**src/rtl/csr_metric_dumper.sv**
```systemverilog
// csr_metric_dumper: snapshots NUM_CSRS performance counters from the CSR file
// and streams them as a framed, XOR-checksummed byte sequence over valid/ready.
// Frame: 0xA5, then per counter {index, b3, b2, b1, b0}, then checksum.
// Optional feature macro: CSR_DUMP_CLEAR_EN (clear each counter through the
// CSR write port in the cycle it is sampled). Default build ties the write
// port to zero.
//
// Stream handshake: a byte moves on a rising clk edge where outValid && outReady.
// outValid/outData are registered, never depend combinationally on outReady,
// and hold stable while outValid && !outReady.

module csr_metric_dumper #(
    parameter int NUM_CSRS      = 4,
    parameter int PERIOD_CYCLES = 0
) (
    input  logic        clk,
    input  logic        resetN,
    input  logic        dumpReq,
    input  logic [31:0] csr,
    output logic [3:0]  readAddr,
    output logic [7:0]  outData,
    output logic        outValid,
    input  logic        outReady,
    output logic        busy,
    output logic [15:0] frameCount,
    output logic        csrWEn,
    output logic [11:0] csrWAddr,
    output logic [31:0] csrWData,
    output logic [1:0]  dbgState
);

    typedef enum logic [1:0] {
        S_IDLE    = 2'd0,
        S_CAPTURE = 2'd1,
        S_SEND    = 2'd2
    } state_t;

    localparam logic [3:0]  LAST_IDX    = 4'(NUM_CSRS - 1);
    localparam logic [4:0]  NUM_C5      = 5'(NUM_CSRS);
    localparam logic [31:0] PERIOD_LAST = (PERIOD_CYCLES > 0) ? 32'(PERIOD_CYCLES - 1) : 32'd0;
    localparam logic [7:0]  HEADER      = 8'hA5;

    state_t      state_q, state_d;
    logic        pending_q, pending_d;
    logic [31:0] timer_q, timer_d;
    logic [3:0]  idx_q, idx_d;
    logic [3:0]  read_addr_q, read_addr_d;
    logic [7:0]  out_data_q, out_data_d;
    logic        out_valid_q, out_valid_d;
    logic        busy_q, busy_d;
    logic [15:0] frame_cnt_q, frame_cnt_d;
    logic [4:0]  ctr_q, ctr_d;      // counter whose bytes are being loaded next
    logic [2:0]  fld_q, fld_d;      // 0 = index byte, 1..4 = counter bytes MSB first
    logic [7:0]  csum_q, csum_d;
    logic        last_q, last_d;    // checksum byte currently presented
    // Snapshot is a shift chain: capture shifts counters in at the top, send
    // consumes word 0 and shifts down, so no variable indexing is needed.
    logic [31:0] snap_q [NUM_CSRS];
    logic [31:0] snap_d [NUM_CSRS];

    logic        timer_hit;
    logic [7:0]  data_byte;

    // Period timer: free-running, wraps at PERIOD_CYCLES-1 and raises a request.
    always_comb begin
        timer_hit = 1'b0;
        timer_d   = 32'd0;
        if (PERIOD_CYCLES != 0) begin
            timer_hit = (timer_q == PERIOD_LAST);
            timer_d   = timer_hit ? 32'd0 : timer_q + 32'd1;
        end
    end

    // Next data byte of the current counter record.
    always_comb begin
        data_byte = 8'h00;
        case (fld_q)
            3'd0:    data_byte = {4'b0, ctr_q[3:0]};
            3'd1:    data_byte = snap_q[0][31:24];
            3'd2:    data_byte = snap_q[0][23:16];
            3'd3:    data_byte = snap_q[0][15:8];
            default: data_byte = snap_q[0][7:0];
        endcase
    end

    // FSM next-state and datapath updates.
    always_comb begin
        state_d     = state_q;
        pending_d   = pending_q | dumpReq | timer_hit;
        idx_d       = idx_q;
        read_addr_d = read_addr_q;
        out_data_d  = out_data_q;
        out_valid_d = out_valid_q;
        busy_d      = busy_q;
        frame_cnt_d = frame_cnt_q;
        ctr_d       = ctr_q;
        fld_d       = fld_q;
        csum_d      = csum_q;
        last_d      = last_q;
        snap_d      = snap_q;

        case (state_q)
            S_IDLE: begin
                // Requests arriving in the consuming cycle fold into this frame.
                if (pending_q) begin
                    pending_d   = 1'b0;
                    busy_d      = 1'b1;
                    read_addr_d = 4'd0;
                    idx_d       = 4'd0;
                    state_d     = S_CAPTURE;
                end
            end
            S_CAPTURE: begin
                for (int k = 0; k < NUM_CSRS - 1; k++) begin
                    snap_d[k] = snap_q[k+1];
                end
                snap_d[NUM_CSRS-1] = csr;
                if (idx_q == LAST_IDX) begin
                    read_addr_d = 4'd0;
                    out_valid_d = 1'b1;
                    out_data_d  = HEADER;
                    ctr_d       = 5'd0;
                    fld_d       = 3'd0;
                    csum_d      = 8'h00;
                    last_d      = 1'b0;
                    state_d     = S_SEND;
                end else begin
                    read_addr_d = idx_q + 4'd1;
                    idx_d       = idx_q + 4'd1;
                end
            end
            S_SEND: begin
                if (out_valid_q && outReady) begin
                    if (last_q) begin
                        out_valid_d = 1'b0;
                        busy_d      = 1'b0;
                        frame_cnt_d = frame_cnt_q + 16'd1;
                        last_d      = 1'b0;
                        state_d     = S_IDLE;
                    end else if (ctr_q == NUM_C5) begin
                        out_data_d = csum_q;
                        last_d     = 1'b1;
                    end else begin
                        out_data_d = data_byte;
                        csum_d     = csum_q ^ data_byte;
                        if (fld_q == 3'd4) begin
                            fld_d = 3'd0;
                            ctr_d = ctr_q + 5'd1;
                            for (int k = 0; k < NUM_CSRS - 1; k++) begin
                                snap_d[k] = snap_q[k+1];
                            end
                        end else begin
                            fld_d = fld_q + 3'd1;
                        end
                    end
                end
            end
            default: state_d = S_IDLE;
        endcase
    end

    // State and datapath registers with synchronous active-low reset.
    always_ff @(posedge clk) begin
        if (!resetN) begin
            state_q     <= S_IDLE;
            pending_q   <= 1'b0;
            timer_q     <= 32'd0;
            idx_q       <= 4'd0;
            read_addr_q <= 4'd0;
            out_data_q  <= 8'h00;
            out_valid_q <= 1'b0;
            busy_q      <= 1'b0;
            frame_cnt_q <= 16'd0;
            ctr_q       <= 5'd0;
            fld_q       <= 3'd0;
            csum_q      <= 8'h00;
            last_q      <= 1'b0;
            for (int k = 0; k < NUM_CSRS; k++) begin
                snap_q[k] <= 32'd0;
            end
        end else begin
            state_q     <= state_d;
            pending_q   <= pending_d;
            timer_q     <= timer_d;
            idx_q       <= idx_d;
            read_addr_q <= read_addr_d;
            out_data_q  <= out_data_d;
            out_valid_q <= out_valid_d;
            busy_q      <= busy_d;
            frame_cnt_q <= frame_cnt_d;
            ctr_q       <= ctr_d;
            fld_q       <= fld_d;
            csum_q      <= csum_d;
            last_q      <= last_d;
            snap_q      <= snap_d;
        end
    end

    assign readAddr   = read_addr_q;
    assign outData    = out_data_q;
    assign outValid   = out_valid_q;
    assign busy       = busy_q;
    assign frameCount = frame_cnt_q;
    assign dbgState   = state_q;

`ifdef CSR_DUMP_CLEAR_EN
    // Clear each counter in the same cycle its value is captured.
    assign csrWEn   = (state_q == S_CAPTURE);
    assign csrWAddr = (state_q == S_CAPTURE) ? {8'b0, idx_q} : 12'd0;
    assign csrWData = 32'd0;
`else
    assign csrWEn   = 1'b0;
    assign csrWAddr = 12'd0;
    assign csrWData = 32'd0;
`endif

endmodule
```
**config.mk**
```make
export PLATFORM = sky130hd
export DESIGN_NAME = csr_metric_dumper
export DESIGN_NICKNAME = d
export VERILOG_FILES = /design/src/rtl/csr_metric_dumper.sv
export SDC_FILE = /design/constraint.sdc
export NUM_CORES = 1
export LEC_CHECK = 0
export ABC_AREA = 1
export BUFFER_PORTS_ARGS = -buffer_cell sky130_fd_sc_hd__buf_2
export CAP_MARGIN = 20
export CORE_MARGIN = 2
export CORE_UTILIZATION = 54
export CTS_CLUSTER_DIAMETER = 50
export DETAILED_ROUTE_END_ITERATION = 7
export PLACE_DENSITY = 0.74
export SLEW_MARGIN = 20
export SYNTH_ARGS = -nofsm -noshare
export SYNTH_HDL_FRONTEND = slang
export SYNTH_SLANG_ARGS = --single-unit
```
**constraint.sdc**
```tcl
create_clock -name clk -period 4.5 [get_ports clk]
set_clock_uncertainty 0.2 [all_clocks]
set_input_delay 0.45 -clock clk [delete_from_list [all_inputs] [get_ports clk]]
set_output_delay 0.45 -clock clk [all_outputs]
set_load 0.03 [all_outputs]
```
# Word-level counts from Yosys, hierarchy flattened
# Index checks and enable logic that the tools add are counted.
# totals
ff_bits	182
input_bits	36
out_inout_bits	77
elab_cells	106
# op_classes
addsub	4
n_eq_ne	16
mux	51
bitwise	2
reduce_logical	17
# op_table
operator	n
96-bit two-way mux	4
96-bit case mux with 2 select lines	1
8-bit two-way mux	8
8-bit case mux with 2 select lines	2
8-bit case mux with 4 select lines	1
5-bit two-way mux	5
16-bit by 1-bit adder with 16-bit output (second input constant)	1
2-bit != test (second input constant)	8
4-bit case mux with 2 select lines	2
4-bit AND reduction	4
3-bit two-way mux	5
4-bit two-way mux	3
1-bit two-way mux	10
5-bit case mux with 2 select lines	1
5-bit AND reduction	2
3-bit AND reduction	3
2-bit two-way mux	4
8-bit XOR	1
3-bit by 2-bit == test with 1-bit output (second input constant)	2
1-bit case mux with 2 select lines	3
2-bit case mux with 3 select lines	1
3-bit case mux with 2 select lines	1
6-bit AND reduction	1
2-bit nonzero test	3
other kinds (14)	14

# Depth between registers and ports, before layout
# Gate-level depths: netlist of the first run.
# depth
word_depth	7
ltp_mapped	13
ltp_nobuf	12

# Least setup slack after synthesis of the first run
# Ideal clock, no wire load.
# synth_path
kind	register -> register
start	register fld_q[2]
end	register out_data_q[4], in the netlist outData[4]
setup_time_ns	0.056
t_arrival_ns	1.654
required_ns	4.244
slack_ns	2.590
stages_incl_launch_ff	13
path_buffers	2
period_less_slack_ns	1.910
path_cell_list	dfxtp_1 -> inv_1 -> buf_1 -> ha_1 -> buf_1 -> nand2_1 -> nand3_1 -> nor2_1 -> nor2_1 -> nand2_1 -> nand3_1 -> nand2_1 -> inv_1
# synth_via
elab_chain_cells	6
word_cells_on_any_way	9
classes_between	eq/ne: 3; mux: 5; reduce/logical: 1
# synth_rtl
element	line	text
start: declaration	53	logic [2:0] fld_q, fld_d;
start signal: assignment	192	fld_q <= fld_d;
3-bit by 2-bit == test with 1-bit output (tied with other cells)	77	case (fld_q)
8-bit case mux with 4 select lines *	77	
8-bit two-way mux *	140	end else if (ctr_q == NUM_C5) begin
8-bit two-way mux *	134	if (last_q) begin
8-bit two-way mux *	133	if (out_valid_q && outReady) begin
8-bit case mux with 2 select lines *	102	case (state_q)
end signal: assignment	187	out_data_q <= out_data_d;
end: declaration	48	logic [7:0] out_data_q, out_data_d;
# Mark *: on every way between the ends. The rest lies on a longest branch, timed or not. The select of a mux whose other input is x is not followed.
# A chain may end at the register's enable or synchronous reset.

# Final worst setup path of the first run
# layout_path
start	register state_q[1], in the netlist dbgState[1]
end	register ctr_q[1]
# layout_via
elab_chain_cells	3
word_cells_on_any_way	10
classes_between	eq/ne: 7; mux: 1; reduce/logical: 2
# layout_rtl
element	line	text
start: declaration	43	state_t state_q, state_d;
start signal: assignment	182	state_q <= state_d;
2-bit == test / 2-bit by 1-bit == test with 1-bit output (equally long branches)	102	
2-bit != test (no source line) / 2-bit nonzero test (equally long branches)	-	
6-bit AND reduction (no source line)	-	
end signal: assignment	191	ctr_q <= ctr_d;
end: declaration	52	logic [4:0] ctr_q, ctr_d;
# Several ways; a longest one is shown, not always the timed one.

==> flow_metrics.tcl, run 1 <==
set metrics [dict create \
    status "complete, no violations" \
    ys_warn_count 0 \
    worst_slack_ns 1.77 \
    layout-drive-gt1-share_pct 10.4 \
    cts_tree "yes" \
    path_cells "inv_2 > nand2_2 > inv_2 > nand2_2 > nand2_2 > inv_2 > nand3_1 > o21ai_0 > nor2_1" \
    fin_crit_sh_pct 60.6 \
    grt_use_met2_pct 31.5 \
    port_buffers 67 \
    crit_family "simple AND/OR/NAND/NOR gates" \
    pin_count 113 \
    ys_seq_elements 182 \
    timing.fmax_mhz 367 \
    start_util_pct 54.6 \
    cts_made_buffers 17 \
    grt-ovfl-total 0 \
    ant_nets 0 \
    area_growth_syn_to_layout_pct 7.82 \
    nNetsFinal 1159 \
    synth.cell_area_mm2 0.00784 \
    worstSetupStartpointType "flop" \
    grt_pass1_vias 5670 \
    required_ns 4.62 \
    gr-usage-met3_pct 4.64 \
    crit_fanout 36 \
    hold_violations 0 \
    slowest_delay_ns 0.51 \
    avgSynthCellArea_um2 7.27 \
    vias_per_cell 4.90 \
    worst_pin_slew_ns 1.01 \
    grt_busiest_layer "met2" \
    grt_max_degree 101 \
    slew_headroom_pct 32.5 \
    cts-root-buf "clkbuf_16" \
    ys_seq_area_share_pct 46.5 \
    wl_per_cell_um 11.7 \
    hp-class "in -> reg" \
    final_cell_mix "345 x nor2_1, 182 x dfxtp_1, 131 x nand2_1, 121 x o21ai_0, 66 x buf_2" \
    final_util_pct 58.8 \
    cts_buffer_depth 2 \
    cp.arrival_ns 2.85 \
    final_common_cell "nor2_1" \
    slowest_stage "nand2_2" \
    synth_cell_types 30 \
    drt_wl_total_mm 15.3 \
    drt_first_pass_iters 5 \
    rows 44 \
    fin_tns_setup_ns 0 \
    power.density_mw_per_mm2 431 \
    grt_use_met1_pct 27.5 \
    antenna_found_initial 0 \
    path_buf_inv 3 \
    die_x_um 124 \
    regArea_mm2 0.00364 \
    antennaDiodeCount 0 \
    synth_cells 1078 \
    drc 0 \
    fillers 1363 \
    worstSetupPathType "reg -> reg" \
    cts_setup_buffers 0 \
    grt_use_total_pct 20.2 \
    pre_cts_ws_ns 1.79 \
    coreArea_mm2 0.0144 \
    cap_violations 0 \
    ctsResizeCount 0 \
    multi_input_area_mm2 0.00349 \
    cts-hold-fix-buffers 0 \
    die_area_mm2 0.0155 \
    clk_pin_slew_ns 0.07 \
    ir_drop_uv 273 \
    cts_sinks 182 \
    rsz0062_at_grt "false" \
    clkLatencyLatePin_ns 0.43 \
    dieHeight_um 124 \
    htreeDepth 4 \
    vias 6419 \
    gp_congestion 0.870 \
    slew_viol_final 0 \
    setup_violations 0 \
    dp_hpwl_mm 10.2 \
    grt_pass1_wl_mm 26.3 \
    end_kind "flop" \
    first_iter_violations 518 \
    period_needed_ns 2.73 \
    leakage_nw 3.57 \
]
[cell usage after synthesis, drive strengths merged]
| library cell | count | area (µm²) |
|---|---|---|
| conb | 1 | 3.75 |
| o21ai | 148 | 741 |
| xnor2 | 2 | 17.5 |
| buf | 72 | 592 |
| clkinv | 1 | 5.00 |
| clkbuf | 26 | 97.6 |
| nand3 | 36 | 180 |
| inv | 48 | 180 |
| dfxtp | 182 | 3640 |
| and3 | 1 | 6.26 |
| nor2 | 346 | 1320 |
| a21oi | 47 | 235 |
| ha | 9 | 113 |
| xor2 | 5 | 43.8 |
| or2 | 1 | 6.26 |
| o21a | 1 | 7.51 |
| nand2 | 140 | 572 |
| nand4 | 8 | 50.1 |
| o21bai | 2 | 15.0 |
| nor3 | 2 | 15.0 |
[registers in the layout, indices dropped and copies added, names as in the netlist, 2 cells and up]
name	cells
dbgState	2
csum_q	8
frameCount	16
snap_q	128
outData	8
readAddr	4
fld_q	3
ctr_q	5
idx_q	4
[metal layers]
| metal | up-vias | part of all wire (%) |
|---|---|---|
| li1 | 3421 | - |
| met1 | 2844 | 49 |
| met2 | 138 | 46 |
| met3 | 16 | 4.5 |
| met4 | 0 | 1.3 |
| met5 | - | 0 |
[per-stage QoR]
stage | instances | instance area [µm²] | hold WS [ns] | total power [mW]
floorplan | 1122 | 8000 | 0.230 | 2.26
global placement | 1279 | 7910 | 0.247 | 2.30
detailed placement | 1279 | 7910 | 0.252 | 2.31
CTS | 1310 | 8450 | 0.0496 | 3.68
global route | 1310 | 8450 | 0.0686 | 3.84
finish | 1310 | 8450 | 0.0638 | 3.65
[cell type report]
type / instances / area share, %
flip-flops and latches: 182 / 43.1
multi-input cells: 793 / 41.2
clock buffers: 20 / 5.17
repair buffers: 71 / 4.35
well taps: 184 / 2.72
inverters: 49 / 2.19
clock inverters: 11 / 1.21
[report_power, final]
part / internal, mW / leakage [nW] / switching, mW / total, mW
Combinational: 0.142 / 1.83 / 0.323 / 0.465
Sequential: 1.74 / 1.49 / 0.0670 / 1.81
Clock: 0.761 / 0.257 / 0.612 / 1.37
Total: 2.64 / 3.57 / 1.00 / 3.65
[worst register-to-register path, stage by stage, from the launching register on]
cell and delay (ns):
dfxtp_1 0.42, inv_2 0.08, nand2_2 0.51, inv_2 0.45, nand2_2 0.23, nand2_2 0.11, inv_2 0.16, nand3_1 0.19
o21ai_0 0.22, nor2_1 0.06
[logic make-up (layout without fill, tap and decap cells)]
kind of cell	after synthesis	after routing	synth area share, %
other cells	1	45	0.0478
buf+inv	147	151	11.2
simple gates	534	534	27.4
xor+xnor	7	7	0.782
flops	182	182	46.5
fa+ha+maj	9	9	1.44
compound gates	198	198	12.7
[path summary, 6_finish.rpt]
| kind | to | from | depth (start not counted) | slack (ns) |
|---|---|---|---|---|
| worst max-delay path | ctr_q[1] | dbgState[1] | 9 | 1.77 |
| worst min-delay path | snap_q[1] | csr[1] | 3 | 0.06 |
| worst max register to register | ctr_q[1] | dbgState[1] | 9 | 1.77 |
| worst min register to register | readAddr[2] | readAddr[2] | 2 | 0.26 |
No activity file was read; power rests on OpenSTA's default activity.
==> run 2, diff against run 1 <==
ABC_AREA = 0   (was 1)
clock period = 2.61 ns   (was 4.5 ns; I/O delays follow)
==> run 2 against run 1 <==
  * Final area is 5.9% higher
  * Global-route usage increased by 3.4 points
  * Sequential power is 57% higher
  * Combinational power decreased by 11%
==> flow_metrics.tcl, run 2 <==
set metrics [dict create \
    port_buffers 67 \
    grt_max_degree 120 \
    rsz0062_at_grt "false" \
    final_util_pct 64.0 \
    pin_count 113 \
    htreeDepth 4 \
    grt-ovfl-total 0 \
    slowest_delay_ns 0.63 \
    power.density_mw_per_mm2 642 \
    cp.arrival_ns 2.48 \
    fin_crit_sh_pct 89.3 \
    slew_headroom_pct 51.9 \
    end_kind "flop" \
    setup_violations 0 \
    largest-register "snap_q" \
    grt_pass1_vias 5909 \
    ys_seq_elements 182 \
    largest_reg_flops 128 \
    crit_fanout 19 \
    antenna_found_initial 0 \
    final_common_cell "dfxtp_1" \
    hp-class "reg -> reg" \
    cts-root-buf "clkbuf_16" \
    area_growth_syn_to_layout_pct 14.8 \
    synth_flop_cell "dfxtp_1" \
    status "complete, no violations" \
    ant_nets 0 \
    required_ns 2.76 \
    synth_cell_types 53 \
    drc 0 \
    ys_warn_count 0 \
    period_needed_ns 2.33 \
    hold_violations 0 \
    first_iter_violations 647 \
    vias_per_cell 5.71 \
    synth_edf_count 0 \
    fin_tns_setup_ns 0 \
    synth_top_area_share_pct 46.7 \
    nNetsFinal 1042 \
    final_cell_mix "182 x dfxtp_1, 168 x a21oi_1, 107 x nand3_1, 103 x o21ai_0, 90 x nand2_1" \
    leakage_nw 3.19 \
    layout-drive-gt1-share_pct 12.3 \
    clkLatencyLatePin_ns 0.43 \
    cts_made_buffers 17 \
    synth_cells 944 \
    async_reset_ff_share_pct 0 \
    slew_viol_final 0 \
    die_area_mm2 0.0154 \
    synth.most_common_cell "dfxtp_1" \
    cts_tree "yes" \
    vias 6779 \
    die_x_um 124 \
    gp_congestion 0.822 \
    clk_pin_slew_ns 0.07 \
    path_cells "nor3b_2 > a22oi_2 > or4_1 > a21oi_1" \
    cts_sinks 182 \
    ys_seq_area_share_pct 46.7 \
    wl_per_cell_um 14.8 \
    rows 43 \
    cap_violations 0 \
    grt_use_total_pct 23.6 \
    dieHeight_um 124 \
    drt_first_pass_iters 7 \
    worstSetupPathType "reg -> reg" \
    worst_pin_slew_ns 0.721 \
    path_buf_inv 0 \
    dp_hpwl_mm 9.93 \
    drt_wl_total_mm 17.5 \
    timing.fmax_mhz 429 \
    synth_area_leaders "dfxtp_1 47%, a21oi_1 11%, nand3_1 6.9%" \
    yosysTopAreaCell "dfxtp_1" \
    avgSynthCellArea_um2 8.26 \
    crit_family "simple AND/OR/NAND/NOR gates" \
    start_util_pct 55.7 \
    synth.cell_area_mm2 0.00780 \
    antennaDiodeCount 0 \
    worstSetupStartpointType "flop" \
    coreArea_mm2 0.0140 \
    synthTopCellsByCount "182 x dfxtp_1, 168 x a21oi_1, 107 x nand3_1" \
    cts_buffer_depth 2 \
    ir_drop_uv 486 \
    slowest_stage "dfxtp_1" \
    grt_pass1_wl_mm 29.0 \
]
-- run 2: final cells by class --
| class | count | area [µm²] |
|---|---|---|
| fill | 1233 | 5030 |
| multi-input combinational | 673 | 3660 |
| sequential | 182 | 3640 |
| timing repair buffer | 114 | 826 |
| clock buffer | 21 | 470 |
| tap | 180 | 225 |
| clock inverter | 9 | 91.3 |
| inverter | 9 | 36.3 |
-- run 2: repair_timing --
item | 4_1_cts | 5_1_grt
endpoints found under the hold margin | 38 | 0
hold buffers | 35 | 0
buffers inserted | 0 | 0
resized for setup | 0 | 0
-- run 2: logic make-up (layout without fill, tap and decap cells) --
group | count (synthesis) | count (layout) | share of synthesized area, %
other | 1 | 45 | 0.0481
flip-flops | 182 | 182 | 46.7
buffers and inverters | 133 | 153 | 9.00
AND/OR/NAND/NOR | 280 | 280 | 18.3
adder cells (fa/ha/maj) | 9 | 9 | 1.44
multiplexers | 4 | 4 | 0.513
AO/OA/AOI/OAI | 326 | 326 | 22.9
XOR/XNOR | 9 | 9 | 1.01
-- run 2: worst min-delay path, delay by kind of cell (launching register included) --
family,cells,cell delay [ns]
DFF,1,0.31
and+or+nand+nor,1,0.05
AOI/OAI and AO/OA,1,0.05
-- run 2: through the flow --
step	hold slack [ns]	setup WS, ns	area (µm²)	cells	total power, mW
after floorplan	0.197	0.450	7960	988	3.25
after global placement	0.243	0.391	8040	1123	3.28
after detailed placement	0.247	0.312	8040	1123	3.28
after CTS	0.257	0.290	8950	1188	5.77
after global routing	0.277	0.0899	8950	1188	5.94
final	0.257	0.279	8950	1188	5.74
-- run 2: path summary, 6_finish.rpt --
kind,start,end,slack [ns],depth (start not counted)
max,dbgState[1],ctr_q[3],0.28,4
min,snap_q[22],snap_q[22],0.26,2
max reg2reg,dbgState[1],ctr_q[3],0.28,4
min reg2reg,snap_q[22],snap_q[22],0.26,2
-- run 2: power breakdown --
part | switching, mW | internal (mW) | leakage, nW
sequential | 0.0303 | 2.82 | 1.47
clock | 1.09 | 1.39 | 0.270
combinational | 0.298 | 0.113 | 1.45
-- run 2: metal layers --
layer	wire length (µm)	vias up	share of wire [%]	global-route usage, %
met5	0	-	0	0
met4	146	0	0.83	6.46
met3	871	12	5.0	4.90
met2	8050	174	46	35.4
met1	8480	3201	48	34.4
li1	-	3392	-	-
==> run 3, diff against run 2 <==
PLACE_DENSITY = 0.76   (was 0.74)
TNS_END_PERCENT = 100   (was not set)
==> run 3 against run 2 <==
  * Final cell count is 0.59% higher
  * Highest routed layer unchanged
  * Clock-buffer cell count fell by 1
  * Largest power group unchanged
  * Critical path type unchanged
  * Wire length increased by 1.6%
  * Final area increased by 1.3%
  * Sequential power hardly changed
  * Setup slack got worse by 0.0081 ns
  * Largest cell class unchanged
  * First-iteration DRC count increased by 5.6%
  * Register-to-register slack barely moved
  * Via count is 0.18% lower
==> flow_metrics.tcl, run 3 (synthesis gave the netlist of run 2 again) <==
set metrics [dict create \
    slowest_delay_ns 0.64 \
    numPlacedInstances 1129 \
    cts-root-buf "clkbuf_16" \
    worst_pin_slew_ns 0.704 \
    ant_nets 0 \
    clkLatencyLatePin_ns 0.43 \
    layout-drive-gt1-share_pct 12.7 \
    gp_congestion 0.835 \
    pre_cts_ws_ns 0.296 \
    power.density_mw_per_mm2 656 \
    grt_max_degree 97 \
    slowest_stage "dfxtp_1" \
    period_needed_ns 2.34 \
    start_util_pct 55.7 \
    combPwrFrac_pct 7.1 \
    area_growth_syn_to_layout_pct 16.4 \
    vias_per_cell 5.66 \
    timing.fmax_mhz 427 \
    cts_sinks 182 \
    p_switching_mw 1.41 \
    final_cell_mix "182 x dfxtp_1, 168 x a21oi_1, 107 x nand3_1, 103 x o21ai_0, 90 x nand2_1" \
    final_common_cell "dfxtp_1" \
    pin_count 113 \
    final_util_pct 64.9 \
    cts_made_buffers 17 \
    nNetsFinal 1048 \
    largest-register "snap_q" \
    die_x_um 124 \
    fin_area_mm2 0.00907 \
    sw_frac_of_total_pct 23.6 \
    clk_pin_slew_ns 0.06 \
    drc 0 \
    dieHeight_um 124 \
    grt-ovfl-total 0 \
    end_kind "flop" \
    instances_no_fill 1195 \
    placed_area_mm2 0.00811 \
    grt_pass1_vias 5972 \
    status "complete, no violations" \
    antenna_found_initial 0 \
    p_seq_share_pct 48.0 \
    clockPowerShare_pct 45.0 \
    fin_crit_sh_pct 89.6 \
    worst_slack_ns 0.271 \
    slew_headroom_pct 53.1 \
    cts_tree "yes" \
    port_buffers 67 \
    crit_family "simple AND/OR/NAND/NOR gates" \
    worstSetupStartpointType "flop" \
    vias 6767 \
    leakage_nw 3.26 \
    worstSetupPathType "reg -> reg" \
    largest_reg_flops 128 \
    p_int_mw 4.55 \
    rows 43 \
    holdWs_ns 0.255 \
    setup_violations 0 \
    ir_drop_uv 545 \
    coreArea_mm2 0.0140 \
    cts_setup_buffers 0 \
    cts_buffer_depth 2 \
    rsz0062_at_grt "false" \
    cp.arrival_ns 2.50 \
    drt_wl_total_mm 17.8 \
    antennaDiodeCount 0 \
    required_ns 2.78 \
    hold_violations 0 \
    first_iter_violations 683 \
    hp-class "reg -> reg" \
    grt_use_total_pct 23.8 \
    drt_first_pass_iters 5 \
    cap_violations 0 \
    power_mw 5.95 \
    fin_tns_setup_ns 0 \
    die_area_mm2 0.0154 \
    slew_viol_final 0 \
    wl_per_cell_um 14.9 \
    htreeDepth 4 \
    path_buf_inv 1 \
    path_cells "or3b_1 > o21ai_4 > buf_12 > nand3_1 > a21oi_1" \
    dp_hpwl_mm 10.3 \
    grt_pass1_wl_mm 29.2 \
    crit_fanout 96 \
]
## run 3: power groups by stage
stage          logic, mW  registers [mW]  clock network, mW
4_1_cts            0.412            2.85               2.71
2_1_floorplan      0.335            2.91                  0
5_1_grt            0.462            2.86               2.82
6_report           0.420            2.86               2.68
3_5_place_dp       0.371            2.92                  0
3_3_place_gp       0.370            2.92                  0
## run 3: path summary, 6_finish.rpt
check	cells past startpoint	endpoint	startpoint	slack, ns
worst max register to register	5	snap_q[75]	dbgState[1]	0.27
worst max-delay path	5	snap_q[75]	dbgState[1]	0.27
worst min-delay path	2	snap_q[23]	snap_q[23]	0.25
worst min register to register	2	snap_q[23]	snap_q[23]	0.25
## run 3: area by class of cell
class                   instances  area [µm²]
clock buffers                  20         437
repair buffers                120         896
inverters                       9        36.3
well taps                     180         225
flip-flops and latches        182        3640
clock inverters                11         174
fillers                      1216        4920
multi-input cells             673        3660
## run 3: worst min-delay path: cells and delay by family, from the launching register on
kind | cells | cell delay, ns
DFF | 1 | 0.31
AOI/OAI and AO/OA | 1 | 0.05
and+or+nand+nor | 1 | 0.05
## run 3: what timing repair did
item / in CTS / in global routing
hold endpoints to repair: 38 / 0
gates resized for setup: 0 / 0
hold buffers: 35 / 0
## run 3: layer usage
layer | part of all wire [%] | wire length (µm) | vias up | GRT usage, %
li1 | - | - | 3405 | -
met1 | 48 | 8520 | 3176 | 33.8
met2 | 46 | 8270 | 171 | 36.2
met3 | 4.5 | 798 | 15 | 4.90
met4 | 1.4 | 244 | 0 | 7.72
met5 | 0 | 0 | - | 0
